$ cat config.mk
export PLATFORM = sky130hd
export DESIGN_NAME = memory_port_arbiter
export DESIGN_NICKNAME = d
export VERILOG_FILES = /design/src/rtl/memory_port_arbiter.sv
export SDC_FILE = /design/constraint.sdc
export NUM_CORES = 1
export LEC_CHECK = 0
export BUFFER_PORTS_ARGS = -buffer_cell sky130_fd_sc_hd__buf_4
export CORE_MARGIN = 2
export CORE_UTILIZATION = 41
export CTS_CLUSTER_SIZE = 16
export DETAILED_ROUTE_END_ITERATION = 16
export HOLD_SLACK_MARGIN = 0.05
export PLACE_DENSITY_LB_ADDON = 0.05
export SYNTH_ARGS = -nofsm -noshare
export SYNTH_HDL_FRONTEND = slang
export SYNTH_SLANG_ARGS = --single-unit
export TNS_END_PERCENT = 1
$ cat constraint.sdc
create_clock -name clock -period 1.8 [get_ports clock]
set_input_delay 0.18 -clock clock [delete_from_list [all_inputs] [get_ports clock]]
set_output_delay 0.18 -clock clock [all_outputs]
set_load 0.05 [all_outputs]
$ cat src/rtl/memory_port_arbiter.sv
// Round-robin arbiter sharing one 32-bit enable/ready memory port between an
// instruction-fetch requester (port 0) and a load/store requester (port 1).
module memory_port_arbiter (
  input  logic        clock,
  input  logic        reset,
  input  logic [31:0] port0_address,
  input  logic [31:0] port0_data_out,
  input  logic [1:0]  port0_data_size,
  input  logic        port0_operation,
  input  logic        port0_enable,
  output logic [31:0] port0_data_in,
  output logic        port0_ready,
  output logic        port0_fault,
  input  logic [31:0] port1_address,
  input  logic [31:0] port1_data_out,
  input  logic [1:0]  port1_data_size,
  input  logic        port1_operation,
  input  logic        port1_enable,
  output logic [31:0] port1_data_in,
  output logic        port1_ready,
  output logic        port1_fault,
  output logic [31:0] memory_address,
  output logic [31:0] memory_data_out,
  output logic [1:0]  memory_data_size,
  output logic        memory_operation,
  output logic        memory_enable,
  input  logic [31:0] memory_data_in,
  input  logic        memory_ready
);
  typedef enum logic [1:0] {IDLE, ACCESS, RELEASE} state_t;

  state_t           state;
  logic             grant, last_grant;
  logic [1:0]       en, op, rdy, flt;
  logic [1:0][31:0] addr, wdata, rdata;
  logic [1:0][1:0]  size;
  logic             pick;

  assign en    = {port1_enable, port0_enable};
  assign op    = {port1_operation, port0_operation};
  assign addr  = {port1_address, port0_address};
  assign wdata = {port1_data_out, port0_data_out};
  assign size  = {port1_data_size, port0_data_size};

  assign port0_ready   = rdy[0];
  assign port1_ready   = rdy[1];
  assign port0_fault   = flt[0];
  assign port1_fault   = flt[1];
  assign port0_data_in = rdata[0];
  assign port1_data_in = rdata[1];

  // On a tie the port that did not win last time goes first.
  assign pick = (en == 2'b11) ? ~last_grant : en[1];

  function automatic logic misaligned(input logic [31:0] a, input logic [1:0] sz);
    case (sz)
      2'd0:    misaligned = 1'b0;
      2'd1:    misaligned = a[0];
      2'd2:    misaligned = (a[1:0] != 2'b00);
      default: misaligned = 1'b1;
    endcase
  endfunction

  function automatic logic [31:0] zext(input logic [31:0] d, input logic [1:0] sz);
    case (sz)
      2'd0:    zext = {24'b0, d[7:0]};
      2'd1:    zext = {16'b0, d[15:0]};
      default: zext = d;
    endcase
  endfunction

  always_ff @(posedge clock) begin
    if (reset) begin
      state            <= IDLE;
      grant            <= 1'b0;
      last_grant       <= 1'b1;
      rdy              <= '0;
      flt              <= '0;
      rdata            <= '0;
      memory_address   <= '0;
      memory_data_out  <= '0;
      memory_data_size <= '0;
      memory_operation <= 1'b0;
      memory_enable    <= 1'b0;
    end else begin
      case (state)
        IDLE: if (|en) begin
          grant            <= pick;
          last_grant       <= pick;
          memory_address   <= addr[pick];
          memory_data_out  <= wdata[pick];
          memory_data_size <= size[pick];
          memory_operation <= op[pick];
          if (misaligned(addr[pick], size[pick])) begin
            rdy[pick] <= 1'b1;
            flt[pick] <= 1'b1;
            state     <= RELEASE;
          end else begin
            memory_enable <= 1'b1;
            state         <= ACCESS;
          end
        end
        ACCESS: if (memory_ready) begin
          memory_enable <= 1'b0;
          rdy[grant]    <= 1'b1;
          flt[grant]    <= 1'b0;
          if (!memory_operation)
            rdata[grant] <= zext(memory_data_in, memory_data_size);
          state <= RELEASE;
        end
        RELEASE: if (!en[grant] && !memory_ready) begin
          rdy[grant] <= 1'b0;
          flt[grant] <= 1'b0;
          state      <= IDLE;
        end
        default: state <= IDLE;
      endcase
    end
  end
endmodule

# [After elaboration in Yosys (flattened, before gate mapping)]
# Cells that the tools add are included.
[totals] output_inout_bits=136 inputBits=171 ff_bits=140 wordCells=98
[op_classes] reduce_logical=17 order_cmp=4 muxes=46 eq_ne=11 bitwise_logic=8
[ops] cell="$mux 32" n=9
[ops] cell="$bwmux 64" n=1
[ops] cell="$pmux 32 s2" n=1
[ops] cell="$demux 32 s1" n=1
[ops] cell="$mux 2" n=14
[ops] cell="$pmux 2 s3" n=3
[ops] cell="$mux 1" n=13
[ops] cell="$ne 2x2->1 const B" n=5
[ops] cell="$eq 2x1->1 const B" n=3
[ops] cell="$eq 2x2->1 const B" n=3
[ops] cell="$logic_not 2->1" n=3
[ops] cell="$or 2x2->2" n=3
[ops] cell="$reduce_and 3->1" n=2
[ops] cell="$reduce_and 5->1" n=1
[ops] cell="$and 2x2->2" n=2
[ops] cell="$lt 1x2->1 const B" n=2
[ops] cell="$reduce_and 4->1" n=1
[ops] cell="$reduce_bool 2->1" n=2
[ops] cell="$logic_and 1x1->1" n=3
[ops] cell="$pmux 1 s3" n=1
[ops] cell="$reduce_bool 3->1" n=1
[ops] cell="$demux 1 s1" n=2
[ops] cell="$ge 1x1->1 const B" n=2
[ops] cell="$logic_not 1->1" n=2
[ops] cell="other kinds (5)" n=6

# [Depth between registers and ports, before layout]
# Gate-level depths: netlist of the first run.
[logic_depth] ltp_word=12 depth_mapped=9 mapped_depth_nobuf=7

# [Worst setup path before layout of the first run]
# No wires, ideal clock.
[synth_path] path_type="register to register" from="reg memory_data_size[1]" to="reg rdata, in the netlist port0_data_in[14]" t_arrival_ps=1680 n_path_buf=3 required_ps=1730 stages_incl_launch_ff=7 path_slack_ps=50 synth_period_minus_slack_ps=1750 cell_sequence="dfxtp_1 > clkbuf_1 > or2_2 > clkbuf_1 > clkbuf_1 > nand3_1 > a21oi_1"
[synth_via] elab_chain_len=7 word_cells_on_any_way=8
[synth_lines] element="from (decl)" line_no="24" text="output logic [1:0] memory_data_size,"
[synth_lines] element="from (signal assigned)" line_no="92" text="memory_data_size <= size[pick];"
[synth_lines] element="$eq 2x1->1 / $logic_not 2->1 (equally long branches)" line_no="65" text="case (sz)"
[synth_lines] element="$pmux 32 s2 (*)" line_no="65"
[synth_lines] element="$mux 32 (*)" line_no="107" text="if (!memory_operation)"
[synth_lines] element="$mux 32 (*)" line_no="103" text="ACCESS: if (memory_ready) begin"
[synth_lines] element="$mux 32 (*)" line_no="86" text="case (state)"
[synth_lines] element="$mux 32 (*)" line_no="73" text="if (reset) begin"
[synth_lines] element="$bwmux 64 (*)" line_no="108" text="rdata[grant] <= zext(memory_data_in, memory_data_size);"
[synth_lines] element="to (signal, indexed assignment)" line_no="108"
[synth_lines] element="to (decl)" line_no="35" text="logic [1:0][31:0] addr, wdata, rdata;"
# Mark *: on every way between the ends. The rest lies on a longest branch, timed or not. The select of a mux whose other input is x is not followed.
# A chain may end at the register's enable or synchronous reset.

# [Worst setup path in the final report of the first run]
[layout_path] from="reg state[1]" to="reg rdy[0]"
[layout_via] elab_chain_len=3 word_cells_on_any_way=10
[layout_lines] element="from (decl)" line_no="32" text="state_t state;"
[layout_lines] element="from (signal assigned)" line_no="74" text="state <= IDLE;"
[layout_lines] element="from (signal assigned)" line_no="97" text="state <= RELEASE;"
[layout_lines] element="from (signal assigned)" line_no="100" text="state <= ACCESS;"
[layout_lines] element="$eq 2x2->1 (tied with other cells)" line_no="86"
[layout_lines] element="$ne 2x2->1 (no line) / $reduce_bool 3->1 (equally long branches)"
[layout_lines] element="$reduce_and 5->1 (no line)"
[layout_lines] element="to (signal, indexed assignment)" line_no="95" text="rdy[pick] <= 1'b1;"
[layout_lines] element="to (signal, indexed assignment)" line_no="105" text="rdy[grant] <= 1'b1;"
[layout_lines] element="to (signal, indexed assignment)" line_no="112" text="rdy[grant] <= 1'b0;"
[layout_lines] element="to (decl)" line_no="34" text="logic [1:0] en, op, rdy, flt;"
# Parallel ways exist; a longest one is shown, timed or not.

==> out/qor.yml, run 1 <==
status: "completed"
drt_pass1_iterations: 4
dieArea_sq_mm: 0.0149
period_needed_ns: 1.74
synth.distinct_cells: 33
drv_cap: 0
antenna_cells: 0
num_io_pins: 307
finalNetCount: 1338
rows: 43
yosys.area.top_type_share_pct: 48.9
synth.largest_area_cell: "dfxtp_1"
vias: 6967
peakVddDrop_uv: 831
drt_iter0_markers: 445
powerDensity_mw_per_mm2: 1340
fin_worst_skew_ns: 0.0104
synth_seq_area_share_pct: 48.9
crit_arrival_ns: 2.06
synth_area_per_cell_sq_um: 7.88
timing.fmax_mhz: 574
ys_top_cells_by_area: "dfxtp_1 (49%), nand2_1 (14%), a311oi_1 (11%)"
slew_violations: 0
r2r_setup_slack_ns: 0.06
cp.required_ns: 2.12
path_max_fanout: 6
rsz0062_at_grt: "true"
wl_per_cell_um: 15.7
grtUsageTotal_pct: 27.4
grt_pass1_vias: 6722
synth-seq-cells: 140
start_kind: "register"
grt_max_degree: 71
cts_buffers: 17
reg2reg_depth: 7
htreeDepth: 4
cts.sinks: 140
leakage_nw: 4.56
antenna_found_initial: 0
grt_first_pass_wirelength_um: 32500
drive_gt1_share_pct: 31.8
period_share_pct: 96.8
hold_viol_final: 0
r2r_start: "state[1]$_SDFFE_PP0P_"
fp.dieH_um: 122
dp.cells: 1165
area_growth_pct: 82.3
syn-cell-area_sq_mm: 0.00573
synth_fp_nets: 901
whs_path_depth: 3
routed_wl_um: 21300
clkLatencyLatePin_ns: 0.41
portBuffers: 306
power_mw: 14.0
die_w_um: 122
crit_type: "reg -> reg"
drc: 0
core_area_sq_mm: 0.0138
vias_per_cell: 5.14
worst_pin_slew_ns: 0.471
root_buffer: "clkbuf_16"
min_path_type: "in -> reg"
start_util_pct: 41.6
r2r_end: "rdy[0]$_SDFFE_PP0P_"
setup_viol: 0
worstHoldStart: "port1_data_out[1]"
max_slew_margin_pct: 68.6
gp_congestion: 0.811
synth_cells: 727
fillCellCount: 1007
yosysWarningCount: 0
finalSetupTns_ns: 0
place_hpwl_um: 12800
hold_ws_ns: 0.0689
final_cells: 1355
hold_path_end: "memory_data_out[1]$_SDFFE_PP0P_"
ant_nets: 0
cp-end-kind: "register"
clk_pin_slew_ns: 0.06
grt-ovfl-total: 0
cts_tree: "done"
cts.path.max_buffers: 2
-- repair_timing --
| action | CTS | global route |
|---|---|---|
| endpoints found under the hold margin | 129 | 0 |
| buffers inserted | 0 | 2 |
| hold buffers | 157 | 0 |
| endpoints found under the setup margin | 0 | 31 |
| gates resized for setup | 0 | 7 |
-- synth_stat cells --
library cell	instances
a31oi_4	1
inv_1	5
or4b_1	1
nor3_1	2
nand2_1	215
nand2_2	1
a311oi_1	71
nand3_1	48
a211oi_1	1
buf_4	1
nor2_1	75
o221ai_4	1
and4_1	1
ha_1	3
or2_2	3
o211a_1	1
a21boi_2	1
mux2i_1	3
a31oi_1	4
clkbuf_1	50
buf_2	17
a21bo_2	2
o21a_1	2
a31o_2	1
nor2b_1	1
or3b_1	1
dfxtp_1	140
o211ai_1	2
or3_1	2
and2_1	1
a21oi_1	68
a41oi_1	1
o221ai_2	1
-- cells in the final DEF, fill, tap and decap left out, types with 2 or more instances in the layout --
| cell type | instances |
|---|---|
| mux2i_1 | 3 |
| a31oi_1 | 4 |
| or2_2 | 3 |
| o21a_1 | 2 |
| nor3_2 | 2 |
| clkinv_2 | 3 |
| dfxtp_1 | 139 |
| bufinv_16 | 2 |
| clkbuf_8 | 2 |
| clkbuf_1 | 4 |
| dlygate4sd3_1 | 157 |
| o211ai_1 | 2 |
| or3_1 | 2 |
| a21oi_1 | 68 |
| inv_1 | 5 |
| a311oi_1 | 71 |
| nand2_1 | 215 |
| nand3_1 | 48 |
| buf_4 | 319 |
| o221ai_4 | 2 |
| buf_12 | 8 |
| ha_2 | 2 |
| a21bo_2 | 2 |
| nor2_1 | 75 |
| clkbuf_16 | 18 |
-- logic make-up after synthesis --
group                      count (synthesis)  share of synthesized area (%)
adders and majority gates                  3                          0.655
muxes                                      3                          0.524
DFF                                      140                           48.9
buffers and inverters                     73                           5.22
and+or+nand+nor                          351                           24.7
AOI/OAI and AO/OA                        157                           20.0
-- how the worst max path moves through the flow --
| stage | cells past startpoint | start | end |
|---|---|---|---|
| CTS | 7 | port1_address[0] | memory_enable$_SDFFE_PP0P_ |
| finish | 7 | state[1]$_SDFFE_PP0P_ | rdy[0]$_SDFFE_PP0P_ |
| global placement | 7 | state[0]$_SDFFE_PP0P_ | flt[1]$_SDFFE_PP0P_ |
| global route | 7 | state[1]$_SDFFE_PP0P_ | rdy[0]$_SDFFE_PP0P_ |
| floorplan | 6 | memory_data_size[1]$_SDFFE_PP0P_ | port0_data_in[14]$_SDFFE_PP0P_ |
| detailed placement | 7 | state[0]$_SDFFE_PP0P_ | rdy[1]$_SDFFE_PP0P_ |
-- flip-flops by register name, summed over array words and instances, names as in the netlist, 2 cells and up --
signal,flops
flt,2
memory_address,32
memory_data_out,32
memory_data_size,2
port0_data_in,32
port1_data_in,32
rdy,2
state,2
-- power breakdown --
part	internal, mW	total [mW]	switching (mW)
logic	2.30	6.58	4.28
registers	3.75	4.13	0.385
clock network	2.09	3.33	1.24
total	8.14	14.0	5.91
-- critical path: stages, from the launching register on --
cell and delay, ns:
dfxtp_1 0.35, inv_1 0.07, ha_2 0.20, mux2i_1 0.19, o211ai_1 0.19, a31oi_4 0.26
a41oi_1 0.15, a311oi_1 0.25
-- layer usage --
metal | wire, um | share of wire, % | up-vias | track usage (%)
li1 | - | - | 3392 | -
met1 | 8460 | 40 | 3224 | 31.8
met2 | 10700 | 50 | 301 | 47.0
met3 | 1540 | 7.2 | 50 | 7.67
met4 | 675 | 3.2 | 0 | 12.1
met5 | 0 | 0 | - | 0
-- cell type report --
type,count,area (sq um),area share [%]
inverters,5,18.8,0.180
well taps,180,225,2.16
repair buffers,486,4160,39.8
clock inverters,7,91.3,0.874
clock buffers,23,468,4.48
multi-input cells,514,2680,25.6
flip-flops and latches,140,2800,26.8
-- stage by stage --
step,util [%],setup WS [ns],cell area (sq um)
after floorplan,-,0.0498,5730
after global placement,59.9,0.0914,8250
after detailed placement,59.9,0.0544,8250
after CTS,75.4,0.0225,10400
after global routing,75.8,-0.0523,10400
final,75.8,0.0584,10400
No activity file was read; power rests on OpenSTA's default activity.
==> inputs of run 2 (changes only) <==
--- a/config.mk
+++ b/config.mk
@@ -5,6 +5,7 @@
 export SDC_FILE = /design/constraint.sdc
 export NUM_CORES = 1
 export LEC_CHECK = 0
+export ABC_CLOCK_PERIOD_IN_PS = 1490
 export BUFFER_PORTS_ARGS = -buffer_cell sky130_fd_sc_hd__buf_4
 export CORE_MARGIN = 2
 export CORE_UTILIZATION = 41
==> constraint.sdc (replaced) <==
create_clock -name clock -period 1.49 [get_ports clock]
set_input_delay 0.149 -clock clock [delete_from_list [all_inputs] [get_ports clock]]
set_output_delay 0.149 -clock clock [all_outputs]
set_load 0.05 [all_outputs]
==> run 2 against run 1 <==
Against the previous run:
- clock skew down 0.0044 ns
- final cell count increased by 1.9%
- setup slack got worse by 0.31 ns
- maximum frequency grew 0.27%
- largest power group unchanged
- the run now ends with negative setup slack left
- critical endpoint is now flt[1]$_SDFFE_PP0P_
- first-iteration DRC count is 11% higher
==> out/qor.yml, run 2 (same netlist as run 1, synthesis figures left out) <==
status: "complete, but fails checks"
violations: "negative setup slack"
period_share_pct: 117
ant_nets: 0
max_slew_margin_pct: 77.5
peakVddDrop_uv: 1020
powerDensity_mw_per_mm2: 1670
core_area_sq_mm: 0.0138
whs_path_depth: 3
cts_tree: "done"
cp.required_ns: 1.80
portBuffers: 306
slowest_stage: "or3b_4"
vias_per_cell: 5.22
clk_pin_slew_ns: 0.06
vias: 7213
drt_pass1_iterations: 5
crit_arrival_ns: 2.05
layout_commonest_cell: "buf_4"
reg2reg_depth: 7
setup_slack_ns: -0.247
dieArea_sq_mm: 0.0149
dp.cells: 1181
crit_chain: "inv_2 -> ha_4 -> or3b_4 -> o211ai_1 -> a31oi_4 -> and2_4 -> a31o_2"
switching_power_mw: 7.52
fin_worst_skew_ns: 0.00601
drive_gt1_share_pct: 34.1
grt_first_pass_wirelength_um: 35100
period_needed_ns: 1.74
leakage_nw: 4.75
gp_congestion: 0.841
p_sw_share_pct: 41.3
power_frac_comb_pct: 47.6
p_int_mw: 10.7
antenna_cells: 0
hold_viol_final: 0
routed_wl_um: 22700
timing.fmax_mhz: 576
min_path_type: "in -> reg"
drt_iter0_markers: 493
htreeDepth: 4
rows: 43
grt-ovfl-total: 0
drv_cap: 0
clkLatencyLatePin_ns: 0.42
start_kind: "register"
placed_area_sq_mm: 0.00845
p_seq_share_pct: 27.4
cts.sinks: 140
finalNetCount: 1362
worst_pin_slew_ns: 0.336
fp.dieH_um: 122
drc: 0
finalSetupTns_ns: -9.91
cts_buffers: 17
num_io_pins: 307
final_cells: 1381
wl_per_cell_um: 16.5
fin_area_sq_mm: 0.0109
rsz0062_at_grt: "true"
cp-end-kind: "register"
area_growth_pct: 90.0
mostFrequentLayoutCells: "buf_4 (327), nand2_1 (214), dlygate4sd3_1 (164)"
grt_pass1_vias: 7212
clock_power_share_pct: 24.9
crit_type: "reg -> reg"
setup_viol: 131
path_max_fanout: 6
cpPeakStageDelay_ns: 0.38
place_hpwl_um: 12600
start_util_pct: 41.6
slew_violations: 0
grtUsageTotal_pct: 29.7
die_w_um: 122
antenna_found_initial: 0
grt_max_degree: 55
root_buffer: "clkbuf_16"
cts.path.max_buffers: 2
-- run 2: cell count changes in the layout (fill, tap and decap cells not counted), sizes merged --
cell         previous run  this run
buf                   328       346
dlygate4sd3           157       164
bufinv                  2         4
clkbuf                 24        22
clkinvlp                1         2
-- run 2: final timing paths --
kind                                        from                             end  slack (ns)
setup reg to reg           state[1]$_SDFFE_PP0P_             flt[1]$_SDFFE_PP0P_       -0.25
setup / recovery           state[1]$_SDFFE_PP0P_             flt[1]$_SDFFE_PP0P_       -0.25
hold / removal                      memory_ready      memory_enable$_SDFFE_PP0P_         0.1
hold reg to reg   port0_data_in[24]$_SDFFE_PP0P_  port0_data_in[24]$_SDFFE_PP0P_        0.45
-- run 2: cell type report --
| cell class | count | area, sq um |
|---|---|---|
| clock buffer | 22 | 474 |
| clock inverter | 10 | 163 |
| fill | 928 | 2890 |
| inverter | 5 | 18.8 |
| multi-input combinational | 514 | 2730 |
| sequential | 140 | 2810 |
| tap | 180 | 225 |
| timing repair buffer | 510 | 4470 |
-- run 2: power groups by stage --
stage / clock network (mW) / logic, mW / registers [mW]
2_1_floorplan: 0 / 2.68 / 7.50
3_3_place_gp: 0 / 7.54 / 5.03
3_5_place_dp: 0 / 7.60 / 5.04
4_1_cts: 4.60 / 8.44 / 4.97
5_1_grt: 4.76 / 9.14 / 5.09
6_report: 4.54 / 8.67 / 5.00
-- run 2: worst max-delay path, delay by kind of cell (launching register included) --
kind | cells | cell delay [ns]
AND/OR/NAND/NOR | 2 | 0.58
AO/OA/AOI/OAI | 3 | 0.50
flip-flops | 1 | 0.33
adder cells (fa/ha/maj) | 1 | 0.14
buffers and inverters | 1 | 0.08
-- run 2: metal layers --
layer | share of wire [%] | GRT usage, %
met1 | 38 | 33.5
met2 | 50 | 50.1
met3 | 7.1 | 8.83
met4 | 4.7 | 16.2
met5 | 0 | 0
-- run 2: through the flow --
step	hold slack, ns	power (mW)	setup slack (ns)	utilization (%)
2_1_floorplan	0.285	10.2	-0.0954	-
3_3_place_gp	0.408	12.6	-0.139	61.3
3_5_place_dp	0.416	12.6	-0.234	61.3
4_1_cts	0.0802	18.0	-0.214	78.8
5_1_grt	0.0982	19.0	-0.309	79.1
6_report	0.0987	18.2	-0.247	79.1
-- run 2: what timing repair did --
action                                  4_1_cts  5_1_grt
hold buffers                                164        0
gates resized for setup                      13        5
endpoints found under the hold margin       130        0
pin swaps                                     4       23
setup buffers                                 2        0
endpoints found under the setup margin      140      139
gates cloned                                  2        0
==> inputs of run 3 (changes only) <==
--- a/config.mk
+++ b/config.mk
@@ -7,6 +7,7 @@
 export LEC_CHECK = 0
 export ABC_CLOCK_PERIOD_IN_PS = 1490
 export BUFFER_PORTS_ARGS = -buffer_cell sky130_fd_sc_hd__buf_4
+export CORE_ASPECT_RATIO = 1.75
 export CORE_MARGIN = 2
 export CORE_UTILIZATION = 41
 export CTS_CLUSTER_SIZE = 16
==> run 3 against run 2 <==
Against the previous run:
- the run still ends with negative setup slack left
- critical path depth unchanged
- setup slack improved by 0.0072 ns
- power decreased by 3.9%
- final cell count decreased by 0.72%
- sequential cell count unchanged
- utilization decreased by 1.0 points
- worst hold slack improved by 0.019 ns
- critical path type unchanged
- largest power group unchanged
==> out/qor.yml, run 3 (same netlist as run 1, synthesis figures left out) <==
status: "complete, but fails checks"
violations: "negative setup slack"
crit_arrival_ns: 2.02
rsz0062_at_grt: "true"
finalSetupTns_ns: -4.52
routed.top_layer: "met4"
powerDensity_mw_per_mm2: 1630
root_buffer: "clkbuf_16"
clkLatencyLatePin_ns: 0.41
drive_gt1_share_pct: 33.8
setup_slack_ns: -0.240
gp_congestion: 0.836
drc: 0
fin_area_sq_mm: 0.0107
pre_cts_slack_ns: -0.213
setup.worst_path.start: "state[1]$_SDFFE_PP0P_"
crit_end: "flt[1]$_SDFFE_PP0P_"
path_delay_family: "simple AND/OR/NAND/NOR gates"
cpPeakStageDelay_ns: 0.36
leakage_nw: 4.67
fp.dieH_um: 160
ant_nets: 0
htreeDepth: 4
met1_length_um: 7940
portBuffers: 306
cts.sinks: 140
grt_max_degree: 68
slowest_stage: "dfxtp_4"
cts_tree: "done"
cp.required_ns: 1.78
crit_chain: "inv_4 -> ha_4 -> or3b_1 -> o211ai_1 -> a31oi_4 -> and2_4 -> a31o_2"
die_w_um: 93.4
num_io_pins: 307
place_hpwl_um: 13400
core_area_sq_mm: 0.0138
slew_violations: 0
layout_commonest_cell: "buf_4"
area_growth_pct: 87.3
r2r_start: "state[1]$_SDFFE_PP0P_"
cp-end-kind: "register"
dieArea_sq_mm: 0.0150
r2r_setup_slack_ns: -0.24
cp.depth: 7
start_kind: "register"
cts_buffers: 17
grt_pass1_vias: 7028
mostFrequentLayoutCells: "buf_4 (329), nand2_1 (211), dlygate4sd3_1 (164)"
reg2reg_depth: 7
max_slew_margin_pct: 72.3
vias_per_cell: 5.17
setup_viol: 74
wl_met2_um: 11900
hold_ws_ns: 0.118
period_needed_ns: 1.73
drt_iter0_markers: 237
peakVddDrop_uv: 1020
r2r_end: "flt[1]$_SDFFE_PP0P_"
grt_first_pass_wirelength_um: 34300
rows: 57
critPathBufInv: 1
hold_viol_final: 0
fillCellCount: 931
vias: 7089
finalNetCount: 1356
path_max_fanout: 6
antenna_cells: 0
wl_met3_um: 1330
fin_worst_skew_ns: 0.0117
cts.path.max_buffers: 2
drt_pass1_iterations: 5
timing.fmax_mhz: 578
clk_pin_slew_ns: 0.05
grt-ovfl-total: 0
grtUsageTotal_pct: 28.4
antenna_found_initial: 0
worst_pin_slew_ns: 0.416
period_share_pct: 116
wl_per_cell_um: 16.0
drv_cap: 0
start_util_pct: 41.6
crit_type: "reg -> reg"
placed_area_sq_mm: 0.00837
routed_wl_um: 21900
min_path_type: "in -> reg"
-- run 3: changes by cell type in the layout (fill, tap and decap cells not counted), sizes merged --
cell and change:
clkinvlp +2, buf -6, inv +2, clkbuf -5
clkinv +1, bufinv -1
-- run 3: layout make-up --
type | instances | area (sq um) | area share [%]
Tap cell | 177 | 221 | 2.06
Multi-Input combinational cell | 514 | 2750 | 25.6
Clock inverter | 14 | 170 | 1.58
Sequential cell | 140 | 2810 | 26.2
Inverter | 5 | 23.8 | 0.221
Timing Repair Buffer | 504 | 4330 | 40.3
Clock buffer | 17 | 425 | 3.96
-- run 3: metrics by stage --
| step | total power, mW | utilization, % | std cells |
|---|---|---|---|
| 2_1_floorplan | 10.2 | - | 727 |
| 3_3_place_gp | 12.5 | 60.8 | 1172 |
| 3_5_place_dp | 12.6 | 60.8 | 1172 |
| 4_1_cts | 17.3 | 77.4 | 1369 |
| 5_1_grt | 18.3 | 78.0 | 1371 |
| 6_report | 17.5 | 78.0 | 1371 |
-- run 3: where the power goes --
part           switching (mW)  total [mW]  internal (mW)
Combinational            5.26        8.19           2.93
Sequential              0.501        5.04           4.54
Clock                    1.63        4.26           2.63
Total                    7.40        17.5           10.1
-- run 3: worst min path at each step --
| stage | cells past startpoint | from | slack (ns) | end |
|---|---|---|---|---|
| 2_1_floorplan | 2 | memory_data_in[0] | 0.29 | port0_data_in[0]$_SDFFE_PP0P_ |
| 4_1_cts | 3 | memory_ready | 0.07 | memory_enable$_SDFFE_PP0P_ |
| 3_5_place_dp | 3 | memory_data_in[3] | 0.42 | port1_data_in[3]$_SDFFE_PP0P_ |
| 3_3_place_gp | 3 | memory_data_in[7] | 0.41 | port1_data_in[7]$_SDFFE_PP0P_ |
| 6_report | 3 | memory_ready | 0.12 | memory_enable$_SDFFE_PP0P_ |
| 5_1_grt | 3 | memory_ready | 0.11 | memory_enable$_SDFFE_PP0P_ |
-- run 3: per-layer routing --
metal	GRT usage, %	vias to the layer above
met5	0	-
met1	29.9	3315
li1	-	3423
met2	52.2	284
met4	12.6	0
met3	6.71	67
-- run 3: timing repair --
action	4_1_cts	5_1_grt
setup endpoints to repair	137	140
hold buffers	164	0
pin swaps	74	5
resized for setup	6	13
setup buffers	2	2
hold endpoints to repair	128	0
-- run 3: worst min-delay path, cell delays in order --
cell,delay [ns]
buf_4,0.12
a21bo_2,0.13
a31oi_1,0.06
